## src/rtl/note_player_if.sv

```systemverilog
// rtl/note_player_if.sv - note request/response handshake between sequencer and note player
interface note_player_if;
    logic       o_note_stb;
    logic       i_note_valid;
    logic [5:0] i_note_pitch;
    logic [4:0] i_note_len;
    logic [3:0] i_note_instrument;

    modport master (
        input  o_note_stb,
        output i_note_valid,
        output i_note_pitch,
        output i_note_len,
        output i_note_instrument
    );

    modport slave (
        output o_note_stb,
        input  i_note_valid,
        input  i_note_pitch,
        input  i_note_len,
        input  i_note_instrument
    );
endinterface

```

## src/rtl/note_player.sv

```systemverilog
// rtl/note_player.sv - tick timebase, note requests, pitch-to-phase conversion and gate timing
// Optional macro NOTE_PLAYER_PROTOCOL_CHECK_EN adds sticky o_protocol_err.
module note_player #(
    parameter int TICK_DIV = 800,
    parameter int TICK_W   = 16
) (
    input  logic        i_clk,
    input  logic        i_rst,
    input  logic        i_enable,
    output logic        o_tick,
    note_player_if.slave note,
    output logic [15:0] o_phase_inc,
    output logic        o_gate,
`ifdef NOTE_PLAYER_PROTOCOL_CHECK_EN
    output logic        o_protocol_err,
`endif
    output logic [3:0]  o_instrument
);
    typedef enum logic [1:0] {IDLE, WAIT_NOTE, CONVERT, PLAY} state_t;

    state_t              r_state;
    logic [TICK_W-1:0]   r_tick_cnt;
    logic [5:0]          r_remaining;
    logic [5:0]          r_work;
    logic [2:0]          r_oct;
    logic [15:0]         r_phase_inc;
    logic                r_gate;
    logic [3:0]          r_instrument;
    logic                w_tick;
    logic                w_play_end;
    logic [15:0]         w_base;

    always_comb begin
        case (r_work[3:0])
            4'd0:    w_base = 16'd2858;
            4'd1:    w_base = 16'd3028;
            4'd2:    w_base = 16'd3208;
            4'd3:    w_base = 16'd3398;
            4'd4:    w_base = 16'd3600;
            4'd5:    w_base = 16'd3815;
            4'd6:    w_base = 16'd4041;
            4'd7:    w_base = 16'd4282;
            4'd8:    w_base = 16'd4536;
            4'd9:    w_base = 16'd4806;
            4'd10:   w_base = 16'd5092;
            default: w_base = 16'd5395;
        endcase
    end

    assign w_tick          = i_enable && !i_rst && (r_tick_cnt == TICK_W'(TICK_DIV - 1));
    assign w_play_end      = w_tick && (r_state == PLAY) && (r_remaining == 6'd1);
    assign o_tick          = w_tick;
    assign note.o_note_stb = (w_tick && (r_state == IDLE)) || w_play_end;
    // Gate drops in the same cycle as the closing strobe, and is muted while disabled.
    assign o_gate          = r_gate && i_enable && !w_play_end;
    assign o_phase_inc     = r_phase_inc;
    assign o_instrument    = r_instrument;

    always_ff @(posedge i_clk) begin
        if (i_rst) begin
            r_state      <= IDLE;
            r_tick_cnt   <= '0;
            r_remaining  <= '0;
            r_work       <= '0;
            r_oct        <= '0;
            r_phase_inc  <= '0;
            r_gate       <= 1'b0;
            r_instrument <= '0;
        end else begin
            if (!i_enable || w_tick)
                r_tick_cnt <= '0;
            else
                r_tick_cnt <= r_tick_cnt + 1'b1;

            if (i_enable) begin
                case (r_state)
                    IDLE: begin
                        if (w_tick)
                            r_state <= WAIT_NOTE;
                    end
                    WAIT_NOTE: begin
                        if (note.i_note_valid) begin
                            r_instrument <= note.i_note_instrument;
                            r_remaining  <= {1'b0, note.i_note_len} + 6'd1;
                            if (note.i_note_pitch == 6'd0) begin
                                r_phase_inc <= '0;
                                r_gate      <= 1'b0;
                                r_state     <= PLAY;
                            end else begin
                                r_work  <= note.i_note_pitch - 6'd1;
                                r_oct   <= '0;
                                r_state <= CONVERT;
                            end
                        end
                    end
                    CONVERT: begin
                        if (w_tick && r_remaining > 6'd1)
                            r_remaining <= r_remaining - 6'd1;
                        // Repeated subtraction: at most five octave steps for pitch 63.
                        if (r_work >= 6'd12) begin
                            r_work <= r_work - 6'd12;
                            r_oct  <= r_oct + 3'd1;
                        end else begin
                            r_phase_inc <= w_base >> (3'd5 - r_oct);
                            r_gate      <= 1'b1;
                            r_state     <= PLAY;
                        end
                    end
                    PLAY: begin
                        if (w_tick) begin
                            if (r_remaining == 6'd1) begin
                                r_gate  <= 1'b0;
                                r_state <= WAIT_NOTE;
                            end else begin
                                r_remaining <= r_remaining - 6'd1;
                            end
                        end
                    end
                    default: r_state <= IDLE;
                endcase
            end
        end
    end

`ifdef NOTE_PLAYER_PROTOCOL_CHECK_EN
    always_ff @(posedge i_clk) begin
        if (i_rst)
            o_protocol_err <= 1'b0;
        else if ((note.i_note_valid && r_state != WAIT_NOTE) || (w_tick && r_state == CONVERT))
            o_protocol_err <= 1'b1;
    end
`endif
endmodule
```

## src/flat_wrapper.sv

```systemverilog
// flat-port wrapper written by rule: the top's interface ports become plain ports
module note_player_flat 
#(
    parameter int TICK_DIV = 800,
    parameter int TICK_W   = 16
)
  (i_clk, i_rst, i_enable, o_tick, o_phase_inc, o_gate, o_instrument, note_o_note_stb, note_i_note_valid, note_i_note_pitch, note_i_note_len, note_i_note_instrument);
  note_player_if note_i ();
  input  logic i_clk;
  input  logic i_rst;
  input  logic i_enable;
  output logic o_tick;
  output logic [15:0] o_phase_inc;
  output logic o_gate;
  output logic [3:0] o_instrument;
  output wire logic [$bits(note_i.o_note_stb)-1:0] note_o_note_stb;
  input wire logic [$bits(note_i.i_note_valid)-1:0] note_i_note_valid;
  input wire logic [$bits(note_i.i_note_pitch)-1:0] note_i_note_pitch;
  input wire logic [$bits(note_i.i_note_len)-1:0] note_i_note_len;
  input wire logic [$bits(note_i.i_note_instrument)-1:0] note_i_note_instrument;
  assign note_o_note_stb = note_i.o_note_stb;
  assign note_i.i_note_valid = note_i_note_valid;
  assign note_i.i_note_pitch = note_i_note_pitch;
  assign note_i.i_note_len = note_i_note_len;
  assign note_i.i_note_instrument = note_i_note_instrument;
  note_player #(.TICK_DIV(TICK_DIV), .TICK_W(TICK_W)) u_core (.i_clk(i_clk), .i_rst(i_rst), .i_enable(i_enable), .o_tick(o_tick), .note(note_i), .o_phase_inc(o_phase_inc), .o_gate(o_gate), .o_instrument(o_instrument));
endmodule
```

## config.mk

```make
export PLATFORM = sky130hd
export DESIGN_NAME = note_player_flat
export DESIGN_NICKNAME = d
export VERILOG_FILES = /design/src/rtl/note_player_if.sv /design/src/rtl/note_player.sv /design/src/flat_wrapper.sv
export SDC_FILE = /design/constraint.sdc
export NUM_CORES = 1
export LEC_CHECK = 0
export ABC_AREA = 1
export CAP_MARGIN = 20
export CORE_MARGIN = 2
export CORE_UTILIZATION = 40
export CTS_CLUSTER_SIZE = 28
export DETAILED_ROUTE_END_ITERATION = 8
export GPL_ROUTABILITY_DRIVEN = 1
export HOLD_SLACK_MARGIN = 0.05
export PLACE_DENSITY = 0.72
export SLEW_MARGIN = 20
export SYNTH_ARGS = -nofsm -noshare
export SYNTH_HDL_FRONTEND = slang
export SYNTH_SLANG_ARGS = --single-unit
export TNS_END_PERCENT = 100
```

## constraint.sdc

```tcl
create_clock -name i_clk -period 2.3 [get_ports i_clk]
set_input_delay 0.46 -clock i_clk [delete_from_list [all_inputs] [get_ports i_clk]]
set_output_delay 0.46 -clock i_clk [all_outputs]
set_load 0.02 [all_outputs]
```

# After elaboration in Yosys (flattened, before gate mapping)
# Memories as Yosys holds them, arrays and structs flattened. A register that Yosys moved wholly into a read port is not among the register bits.
# Cells that the tools add are included.
[word_totals] rom_bits=208 register_bits=54 out_inout_bits=23 n_memories=1
[classes] add_sub_neg=7 order_cmp=2 n_reduce_logical=24 n_mux=32 eq_ne=15 shift=1
[memory_table] memory="(no name shown)" words=16 width=13 rd=1 rd_ports_with_merged_regs=1 write_ports=0 line_no="note_player.sv:34" source="case (r_work[3:0])"
[ops] cell="$mux W16" n=3
[ops] cell="$mux W6" n=7
[ops] cell="$pmux W16 S2" n=1
[ops] cell="$pmux W6 S3" n=1
[ops] cell="$add A16 B1 Y16 const B" n=1
[ops] cell="$eq A16 B10 Y1 const B" n=1
[ops] cell="$shr A16 B3 Y16" n=1
[ops] cell="$pmux W6 S2" n=1
[ops] cell="$reduce_and A6 Y1" n=2
[ops] cell="$sub A6 B1 Y6 const B" n=2
[ops] cell="$mux W2" n=5
[ops] cell="$ne A2 B1 Y1 const B" n=5
[ops] cell="$ne A2 B2 Y1 const B" n=5
[ops] cell="$reduce_and A5 Y1" n=2
[ops] cell="$mux W3" n=3
[ops] cell="$logic_and A1 B1 Y1" n=8
[ops] cell="$mux W4" n=2
[ops] cell="$pmux W2 S4" n=1
[ops] cell="$reduce_and A7 Y1" n=1
[ops] cell="$add A5 B1 Y6 const B" n=1
[ops] cell="$eq A6 B1 Y1 const B" n=1
[ops] cell="$ge A6 B4 Y1 const B" n=1
[ops] cell="$gt A6 B1 Y1 const B" n=1
[ops] cell="$logic_not A6 Y1" n=1
[ops] cell="other kinds (15)" n=24

# Logic depth before layout (Yosys ltp)
[depth] ltp_word=7 depth_mapped=17 mapped_depth_nobuf=15

# Worst setup path before layout
# No wires, ideal clock.
[synth_path] kind="input to register" startpoint="in note_i_note_pitch[0]" endpoint="reg u_core.w_base[6] (netlist name)" stages=15 slack_ns=0.102 n_path_buf=1 required_ns=2.185 arrival_time_ns=2.083 setup_ns=0.115 cell_sequence="inv_1 ha_1 inv_1 nor2_2 nand4_4 nand2_4 buf_6 nand2_2 nand2_2 nand2_2 ha_1 nand3_1 nand2_1 nand2_1 nand2_1"
[synth_between] elab_chain_cells=6
[synth_lines] element="start: declaration" line_no="flat_wrapper.sv:18" source="input wire logic [$bits(note_i.i_note_pitch)-1:0] note_i_note_pitch;"
[synth_lines] element="$sub A6 B1 Y6" line_no="note_player.sv:90" source="r_work <= note.i_note_pitch - 6'd1;"
[synth_lines] element="$mux W6" line_no="note_player.sv:85" source="if (note.i_note_pitch == 6'd0) begin"
[synth_lines] element="$mux W6" line_no="note_player.sv:82" source="if (note.i_note_valid) begin"
[synth_lines] element="$pmux W6 S2" line_no="note_player.sv:76" source="case (r_state)"
[synth_lines] element="$mux W4 (no line) * (2 in a row)"
# Mark *: on every way between the ends. The rest lies on a longest branch, timed or not. The select of a mux whose other input is x is not followed.
# A chain may end at the register's enable or synchronous reset.

# Worst setup path after layout
[layout_path] startpoint="in note_i_note_pitch[0]" endpoint="reg u_core.w_base[2] (netlist name)"
[layout_between] elab_chain_cells=6
[layout_lines] element="$sub A6 B1 Y6" line_no="note_player.sv:90"
[layout_lines] element="$mux W6" line_no="note_player.sv:85"
[layout_lines] element="$mux W6" line_no="note_player.sv:82"
[layout_lines] element="$pmux W6 S2" line_no="note_player.sv:76"
[layout_lines] element="$mux W4 (no line) * (2 in a row)"
# Marked as above.

==> impl_metrics.json <==
{
  "cts_buffer_depth": 2,
  "path_delay_family": "buffers and inverters",
  "io_buffers": 38,
  "timing.rr.end": "u_core.w_base[8]$_DFF_P_",
  "synthDistinctLibCells": 38,
  "fin_nets": 694,
  "cp_max_fo": 4,
  "leakagePower_nw": 2.21,
  "start_util_pct": 40.8,
  "area_growth_pct": 24.4,
  "clk_latency_ns": 0.35,
  "routed_via_density": 4.85,
  "reg2reg_from": "u_core.r_state[0]$_SDFFE_PP0P_",
  "cts-buffers-inserted": 9,
  "hold_viol": 0,
  "ant_nets": 0,
  "grt-ovfl-total": 0,
  "worst-r2r-setup-slack_ns": 0.15,
  "num_io_pins": 42,
  "holdPathStages": 2,
  "cts_sinks": 64,
  "fin_crit_ns": 2.17,
  "coreArea_mm2": 0.00968,
  "vdd_drop_max_uv": 219,
  "grt_pass1_vias": 3521,
  "status": "completed",
  "grt_max_degree": 17,
  "ys_seq_area_share_pct": 32.4,
  "slowest_delay_ns": 0.48,
  "nFillCells": 974,
  "cp-start-kind": "input pin",
  "fin_area_mm2": 0.00491,
  "synthArstFlopShare_pct": 0,
  "synth_seq_cells": 64,
  "hold_class": "reg2reg",
  "synth_area_leaders": "dfxtp_1 (32%), nand2_1 (15%), ha_1 (6.3%)",
  "p_per_area_mw_per_mm2": 455,
  "finalSetupTns_ns": 0,
  "syn_area_per_cell_um2": 6.74,
  "r2r_cells": 13,
  "synth_top_area_cell": "dfxtp_1",
  "drcViolationCount": 0,
  "final_cell_mix": "nand2_1 (163), inv_1 (64), dfxtp_1 (62)",
  "required_ns": 2.53,
  "end_kind": "flip-flop",
  "synthFlopType": "dfxtp_1",
  "dr_total_vias": 3847,
  "drt-total-wl_um": 9010,
  "fmax_mhz": 460,
  "rows": 36,
  "drive_gt1_share_pct": 15.3,
  "cp_num_buf_inv": 4,
  "maxSlewViolCount": 0,
  "cts_tree": "yes",
  "seqCellArea_mm2": 0.00128,
  "htreeDepth": 3,
  "clk_pin_slew_ns": 0.08,
  "arrival_ns": 2.40,
  "synth_top_area_share_pct": 32.4,
  "crit_slowest_cell": "clkdlybuf4s50_1",
  "finalCritPeriodShare_pct": 94.5,
  "path_cells": "clkdlybuf4s50_1 -> inv_1 -> ha_1 -> nand2_1 -> o21ai_1 -> nand3b_1 -> nand2_2 -> nand2_4 -> buf_4 -> ha_1 -> inv_1 -> nand3_1 -> nand3_1 -> nand2_1",
  "synthCells": 586,
  "multiInputGateArea_mm2": 0.00232,
  "setup_viol": 0,
  "yosysWarnings": 0,
  "grtUsageTotal_pct": 17.6,
  "die_y_um": 103,
  "antenna_found_initial": 0,
  "maxCapViolCount": 0,
  "worstSetupPathType": "in2reg",
  "wire_per_inst_um": 11.4,
  "place_congestion": 0.879,
  "dieArea_mm2": 0.0107,
  "drtIter0Drc": 151,
  "n_antenna_cell": 0,
  "grt_pass1_wl_um": 15200,
  "dpl.hpwl_um": 6920,
  "drt_pass1_iterations": 4,
  "die_width_um": 103,
  "crit_path_start": "note_i_note_pitch[0]",
  "cp-endpoint": "u_core.w_base[2]$_DFF_P_",
  "cts_root_buf": "clkbuf_8",
  "synth_edf_count": 0,
  "crit_cells": 14,
  "syn_area_mm2": 0.00395,
  "final_common_cell": "nand2_1",
  "dpl_cell_area_mm2": 0.00464,
  "fin_skew_ns": 0.0119
}
-- final cells by class --
cell class | count | share of cell area [%]
well taps | 133 | 3.39
flip-flops and latches | 64 | 26.1
repair buffers | 76 | 13.8
clock buffers | 10 | 2.80
multi-input cells | 436 | 47.2
clock inverters | 6 | 1.38
inverters | 68 | 5.37
-- worst min-delay path by stage --
| stage | start | endpoint | slack, ns |
|---|---|---|---|
| 2_1_floorplan | u_core.r_tick_cnt[0]$_SDFF_PP0_ | u_core.r_tick_cnt[0]$_SDFF_PP0_ | 0.42 |
| 3_3_place_gp | u_core.o_instrument[3]$_SDFFE_PP0P_ | u_core.o_instrument[3]$_SDFFE_PP0P_ | 0.43 |
| 3_5_place_dp | u_core.o_instrument[0]$_SDFFE_PP0P_ | u_core.o_instrument[0]$_SDFFE_PP0P_ | 0.44 |
| 4_1_cts | u_core.o_instrument[0]$_SDFFE_PP0P_ | u_core.o_instrument[0]$_SDFFE_PP0P_ | 0.45 |
| 5_1_grt | u_core.o_instrument[0]$_SDFFE_PP0P_ | u_core.o_instrument[0]$_SDFFE_PP0P_ | 0.48 |
| 6_report | u_core.o_instrument[0]$_SDFFE_PP0P_ | u_core.o_instrument[0]$_SDFFE_PP0P_ | 0.45 |
-- flip-flops by register name (all words and copies together), names as in the netlist --
register	count
u_core.r_state	2
u_core.r_remaining	6
u_core.r_tick_cnt	16
u_core.r_work	6
u_core.w_base	13
u_core.r_gate	1
u_core.r_oct	3
u_core.o_instrument	4
u_core.o_phase_inc	13
-- worst reg2reg max path, cell delays in order, from the launching register on --
cell	delay, ns
dfxtp_2	0.35
inv_1	0.09
ha_1	0.25
inv_4	0.13
nor2_4	0.06
nor2_4	0.18
nand3b_1	0.15
nand2_4	0.11
nand2_4	0.06
buf_4	0.16
ha_1	0.18
nand3b_1	0.15
nand3_1	0.07
nand2_1	0.07
-- power by group --
part / switching [W] / internal, W
clock: 0.000468 / 0.000533
sequential: 0.00000103 / 0.00111
combinational: 0.0000669 / 0.0000587
total: 0.000536 / 0.00170
-- metal layers --
| metal | GRT usage [%] | share of wire (%) | up-vias |
|---|---|---|---|
| li1 | - | - | 2006 |
| met1 | 21.9 | 47 | 1744 |
| met2 | 30.2 | 48 | 91 |
| met3 | 4.10 | 4.6 | 6 |
| met4 | 5.26 | 0.93 | 0 |
| met5 | 0 | 0 | - |
-- logic make-up (layout without fill, tap and decap cells) --
kind of cell	count (synthesis)	after routing	synth area share, %
flops	64	64	32.4
other cells	1	3	0.0949
xor+xnor	12	12	2.66
buf+inv	88	160	10.1
fa+ha+maj	20	20	6.34
compound gates	83	83	10.9
simple gates	318	318	37.5
-- Yosys cell counts (all sizes together), types with 2 or more instances --
library cell / n
a21oi: 30
a31oi: 2
buf: 17
clkbuf: 3
dfxtp: 64
ha: 20
inv: 67
nand2: 176
nand3: 46
nand3b: 4
nand4: 8
nor2: 66
nor3: 9
nor3b: 2
nor4: 2
o211ai: 2
o21ai: 46
o31ai: 2
or2: 4
xnor2: 2
xor2: 10
-- metrics by stage --
step           power [W]  instances  hold WS (ns)  worst slack (ns)  util [%]
6_report         0.00224        793         0.448             0.127      50.7
5_1_grt          0.00232        793         0.479          -0.00116      50.7
4_1_cts          0.00226        790         0.455           0.00634      50.1
3_5_place_dp     0.00126        773         0.443            -0.297      48.0
3_3_place_gp     0.00126        773         0.432            -0.242      48.0
2_1_floorplan    0.00120        588         0.418             0.102         -
-- timing repair --
| action | 4_1_cts | 5_1_grt |
|---|---|---|
| setup buffers | 1 | 3 |
| hold buffers | 0 | 0 |
| pin swaps | 1 | 4 |
| cloned | 0 | 0 |
| gates resized for setup | 9 | 16 |
| setup endpoints to repair | 3 | 14 |
No activity file was read; power rests on OpenSTA's default activity.
